### config.mk
export PLATFORM = sky130hd
export DESIGN_NAME = conv_scan_ctrl
export DESIGN_NICKNAME = d
export VERILOG_FILES = /design/src/rtl/conv_scan_ctrl.sv
export SDC_FILE = /design/constraint.sdc
export NUM_CORES = 1
export LEC_CHECK = 0
export ABC_AREA = 1
export CORE_ASPECT_RATIO = 1.1
export CORE_MARGIN = 4
export CORE_UTILIZATION = 60
export DETAILED_ROUTE_END_ITERATION = 10
export GPL_TIMING_DRIVEN = 0
export PLACE_DENSITY = 0.84
export SYNTH_ARGS = -nofsm -noshare
export SYNTH_HDL_FRONTEND = slang
export SYNTH_SLANG_ARGS = --single-unit
### constraint.sdc
create_clock -name clk -period 4.2 [get_ports clk]
set_input_delay 1.05 -clock clk [delete_from_list [all_inputs] [get_ports clk]]
set_output_delay 1.05 -clock clk [all_outputs]
set_load 0.05 [all_outputs]
### src/rtl/conv_scan_ctrl.sv
// conv_scan_ctrl: sequencer for one convolution pass.
// Issues one IFMAP pixel address per cycle in raster order (x, then y, then
// channel). It tags the addresses that close a FILTER_W x FILTER_W window,
// delays each tag by MAC_LAT cycles and uses it to drive accumulator-clear
// and feature-RAM write control toward the PE array.
// Optional feature macro: CONV_SCAN_CTRL_PERF_EN adds the perf_cycles busy counter.
module conv_scan_ctrl #(
  parameter int IFMAP_H  = 5,
  parameter int IFMAP_W  = 5,
  parameter int IFMAP_C  = 1,
  parameter int FILTER_W = 3,
  parameter int MAC_LAT  = 2,
  parameter int ADDR_W   = 5
) (
  input  logic              clk,
  input  logic              rst,
  input  logic              start,
  input  logic              stall,
  output logic              busy,
  output logic              done,
  output logic              image_ram_re,
  output logic [ADDR_W-1:0] image_ram_addr,
  output logic              acc_clr,
  output logic              win_valid,
  output logic              feature_ram_we,
  output logic [ADDR_W-1:0] feature_ram_addr
`ifdef CONV_SCAN_CTRL_PERF_EN
  ,
  output logic [15:0]       perf_cycles
`endif
);

  localparam int XW = (IFMAP_W > 1) ? $clog2(IFMAP_W) : 1;
  localparam int YW = (IFMAP_H > 1) ? $clog2(IFMAP_H) : 1;
  localparam int CW = (IFMAP_C > 1) ? $clog2(IFMAP_C) : 1;
  localparam int DW = (MAC_LAT > 1) ? $clog2(MAC_LAT) : 1;

  localparam logic [XW-1:0] X_LAST = XW'(IFMAP_W - 1);
  localparam logic [YW-1:0] Y_LAST = YW'(IFMAP_H - 1);
  localparam logic [CW-1:0] C_LAST = CW'(IFMAP_C - 1);
  localparam logic [XW-1:0] X_WIN  = XW'(FILTER_W - 1);
  localparam logic [YW-1:0] Y_WIN  = YW'(FILTER_W - 1);
  localparam logic [DW-1:0] D_LAST = DW'(MAC_LAT - 1);

  typedef enum logic [1:0] {IDLE, SCAN, DRAIN, FIN} state_t;

  // Tag travelling alongside each issued address until the PE result appears.
  typedef struct packed {
    logic              win;
    logic              c0;
    logic              clast;
    logic [ADDR_W-1:0] cnt;
  } tag_t;

  state_t                  state;
  logic [XW-1:0]           x;
  logic [YW-1:0]           y;
  logic [CW-1:0]           c;
  logic [ADDR_W-1:0]       win_cnt;
  logic [DW-1:0]           dcnt;
  tag_t                    tag_in;
  tag_t                    last;
  tag_t [MAC_LAT-1:0]      pipe;

  // Tag of the address presented this cycle; win only while a read is issued.
  always_comb begin
    tag_in       = '0;
    tag_in.win   = image_ram_re && (x >= X_WIN) && (y >= Y_WIN);
    tag_in.c0    = (c == '0);
    tag_in.clast = (c == C_LAST);
    tag_in.cnt   = win_cnt;
  end

  // Control FSM with scan counters; a stall freezes SCAN and DRAIN completely.
  always_ff @(posedge clk or posedge rst) begin
    if (rst) begin
      state          <= IDLE;
      x              <= '0;
      y              <= '0;
      c              <= '0;
      win_cnt        <= '0;
      dcnt           <= '0;
      image_ram_re   <= 1'b0;
      image_ram_addr <= '0;
      busy           <= 1'b0;
      done           <= 1'b0;
    end else begin
      done <= 1'b0;
      case (state)
        IDLE: begin
          if (start) begin
            state          <= SCAN;
            image_ram_re   <= 1'b1;
            image_ram_addr <= '0;
            busy           <= 1'b1;
            x              <= '0;
            y              <= '0;
            c              <= '0;
            win_cnt        <= '0;
          end
        end
        SCAN: begin
          if (!stall) begin
            image_ram_addr <= image_ram_addr + ADDR_W'(1);
            if (tag_in.win) win_cnt <= win_cnt + ADDR_W'(1);
            if (x == X_LAST) begin
              x <= '0;
              if (y == Y_LAST) begin
                y       <= '0;
                win_cnt <= '0;
                if (c == C_LAST) begin
                  // Final pixel consumed: stop reading, let the MAC pipe empty.
                  c              <= '0;
                  state          <= DRAIN;
                  image_ram_re   <= 1'b0;
                  image_ram_addr <= '0;
                  dcnt           <= '0;
                end else begin
                  c <= c + CW'(1);
                end
              end else begin
                y <= y + YW'(1);
              end
            end else begin
              x <= x + XW'(1);
            end
          end
        end
        DRAIN: begin
          if (!stall) begin
            if (dcnt == D_LAST) begin
              state <= FIN;
              busy  <= 1'b0;
              done  <= 1'b1;
            end else begin
              dcnt <= dcnt + DW'(1);
            end
          end
        end
        FIN:     state <= IDLE;
        default: state <= IDLE;
      endcase
    end
  end

  // MAC latency match: tags shift one stage per non-stalled cycle.
  always_ff @(posedge clk or posedge rst) begin
    if (rst) begin
      pipe <= '0;
    end else if (!stall) begin
      pipe[0] <= tag_in;
      for (int i = 1; i < MAC_LAT; i++) pipe[i] <= pipe[i-1];
    end
  end

  // Result-side outputs; gated by stall so a frozen tag never writes twice.
  assign last             = pipe[MAC_LAT-1];
  assign win_valid        = last.win & ~stall;
  assign acc_clr          = win_valid & last.c0;
  assign feature_ram_we   = win_valid & last.clast;
  assign feature_ram_addr = win_valid ? last.cnt : '0;

`ifdef CONV_SCAN_CTRL_PERF_EN
  // Busy-cycle counter: cleared on start accept, saturating, held after done.
  always_ff @(posedge clk or posedge rst) begin
    if (rst) begin
      perf_cycles <= '0;
    end else if (state == IDLE && start) begin
      perf_cycles <= '0;
    end else if (busy && perf_cycles != 16'hFFFF) begin
      perf_cycles <= perf_cycles + 16'd1;
    end
  end
`endif

endmodule

==> flow_metrics.tcl <==
set metrics [dict create \
    endpoint_kind "output port" \
    cts_made_buffers 5 \
    tritoncts "built" \
    cpMaxStageDelayCell "clkdlybuf4s50_1" \
    firstDrtPassIters 4 \
    grt_max_degree 37 \
    grt.total_usage_pct 20.1 \
    io_pins 20 \
    grtUsageMet3_pct 5.27 \
    path_clk_slew_ns 0.11 \
    switchingPower_uw 506 \
    ir_drop_v 0.000578 \
    startpoint_type "input port" \
    timing.fmax_mhz 251 \
    drive_above_1_share_pct 9.72 \
    final_common_cell "nand2_1" \
    period_share_pct 95.0 \
    fp.coreArea_um2 2880 \
    grt_pass1_vias 1459 \
    leakagePower_nw 1.06 \
    start_util_pct 64.7 \
    die_x_um 61.1 \
    arrival_ns 2.94 \
    synth_cell_types 26 \
    clk_path_buf_depth 2 \
    drv_cap 0 \
    netSwitchingFraction_pct 43.5 \
    fin_hold_ws_ns 0.454 \
    use_met2_pct 32.0 \
    seq_power_share_pct 37.5 \
    insertion_delay_ns 0.34 \
    fin_total_pwr_mw 1.16 \
    tns_ns 0 \
    yosysTopAreaCellShare_pct 48.4 \
    layout_common_cells "nand2_1 (47), dfrtp_1 (36), inv_1 (32)" \
    cts_root_buffer "clkbuf_4" \
    status "finished, final reports clean" \
    slew_headroom_pct 51.7 \
    wl_um 3150 \
    antenna_cells 0 \
    busiest_layer "met2" \
    synth_nets 236 \
    crit_chain "clkdlybuf4s50_1 -> buf_2 -> inv_1 -> nand2_1 -> nor2_1 -> clkdlybuf4s50_1" \
    avgSynthCellArea_um2 8.46 \
    syn-instance-count 220 \
    pwr-share-comb_pct 46.0 \
    remaining_drc_errors 0 \
    p_int_uw 658 \
    rows 20 \
    cts_resized 0 \
    tightest_slew_ns 0.724 \
    slew_violations 0 \
    antenna_left 0 \
    max_stage_delay_ns 0.82 \
    synth_largest_area_cell "dfrtp_1" \
    clkPwrFrac_pct 16.5 \
    finalCriticalPeriod_ns 3.99 \
    drtIter0Drc 40 \
    yosysWarnings 0 \
    via_per_inst 5.20 \
    worstPathRequired_ns 3.15 \
    netlist_area_um2 1860 \
    nets 262 \
    grt_overflow 0 \
    cts.sinks 36 \
    antenna_found_initial 0 \
    cts_max_level 2 \
    hold_path.class "reg2reg" \
    cp_max_fo 10 \
    power.density_nw_per_um2 540 \
    critical_path.most_common_cell "clkdlybuf4s50_1" \
    place_congestion 0.830 \
    rsz0062_at_grt "false" \
    ys_ff_latch 36 \
    setup_violations 0 \
    synthToLayoutAreaGrowth_pct 15.9 \
    crit_type "in2out" \
    wire_per_inst_um 11.2 \
    synth-seq-area-share_pct 48.4 \
    cts.hold.buffers_added 0 \
    grt_pass1_wl_um 6020 \
    io_buffers 19 \
    vias 1457 \
    post_cts_buffers 0 \
    hpwl_um 2340 \
    synthTopCellsByArea "dfrtp_1 (48%), nand2_1 (9.5%), ha_1 (8.1%)" \
    final_hold_viol_count 0 \
    grt_util_met1_pct 24.8 \
    clock-skew-final_ns 0.00959 \
    chipHeight_um 66.4 \
    dieArea_um2 4060 \
]
critical path: cells and delay by family:
kind	cells	cell delay, ns
buf+inv	4	1.56
simple gates	2	0.32
power groups by stage:
stage          combinational, mW  sequential, mW  clock [mW]
3_5_place_dp               0.538           0.442           0
6_report                   0.535           0.437       0.192
3_3_place_gp               0.530           0.442           0
2_1_floorplan              0.339           0.516           0
5_1_grt                    0.604           0.444       0.215
4_1_cts                    0.540           0.436       0.198
layer usage:
layer / vias to the layer above / wire length, um / share of wire, %
met1: 679 / 1460 / 46
met4: 0 / 61 / 1.9
met3: 6 / 106 / 3.4
li1: 750 / - / -
met5: - / 0 / 0
met2: 22 / 1520 / 48
cell usage after synthesis:
library cell,number
clkbuf_1,2
and3_1,1
buf_4,1
o21ai_0,22
buf_2,1
nand4_1,3
ha_1,12
nand2_2,1
o21ai_1,1
nand3_2,1
xor2_1,1
nand3b_4,1
nor2_4,4
buf_6,2
inv_4,1
nand3_1,8
nor3_1,6
nor2_1,25
inv_1,33
nand2_1,47
o211ai_1,1
o22ai_1,1
nor2_2,1
a21oi_1,6
o21ai_2,2
dfrtp_1,36
final timing paths:
| path | startpoint | endpoint | slack [ns] | depth (start not counted) |
|---|---|---|---|---|
| setup / recovery | stall | acc_clr | 0.21 | 6 |
| hold / removal | pipe[5]$_DFFE_PP0N_ | pipe[5]$_DFFE_PP0N_ | 0.45 | 2 |
| setup reg to reg | state[1]$_DFFE_PP0P_ | win_cnt[0]$_DFFE_PP0P_ | 2.56 | 9 |
| hold reg to reg | pipe[5]$_DFFE_PP0N_ | pipe[5]$_DFFE_PP0N_ | 0.45 | 2 |
| max in group asynchronous | rst | last[3]$_DFFE_PP0N_ | 2.59 | 2 |
| min in group asynchronous | rst | pipe[5]$_DFFE_PP0N_ | 1.14 | 2 |
through the flow:
stage | util, % | worst slack (ns) | cells | area (um^2)
finish | 75.0 | 0.208 | 280 | 2160
global route | 75.0 | 0.0633 | 280 | 2160
CTS | 74.9 | 0.0903 | 280 | 2150
detailed placement | 72.7 | 0.0923 | 272 | 2090
global placement | 72.7 | 0.126 | 272 | 2090
floorplan | - | 0.709 | 220 | 1860
state kept, by name (all words and copies together) (netlist names):
| signal | count |
|---|---|
| busy | 1 |
| dcnt | 1 |
| done | 1 |
| image_ram_addr | 5 |
| image_ram_re | 1 |
| last | 7 |
| pipe | 7 |
| state | 2 |
| win_cnt | 5 |
| x | 3 |
| y | 3 |
kinds of logic (layout without fill, tap and decap cells):
| group | after synthesis | in the layout | synth area share [%] |
|---|---|---|---|
| buffers and inverters | 40 | 67 | 9.27 |
| AOI/OAI and AO/OA | 33 | 33 | 9.48 |
| adders and majority gates | 12 | 12 | 8.06 |
| xor gates and xnor gates | 1 | 1 | 0.471 |
| DFF | 36 | 36 | 48.4 |
| and+or+nand+nor | 98 | 98 | 24.3 |
cell type report:
cell class / count / area, um^2
buffer: 6 / 42.5
clock buffer: 6 / 51.3
clock inverter: 2 / 10.0
fill: 231 / 721
inverter: 34 / 130
multi-input combinational: 144 / 788
sequential: 36 / 901
tap: 33 / 41.3
timing repair buffer: 19 / 193
No activity file was read; power rests on OpenSTA's default activity.
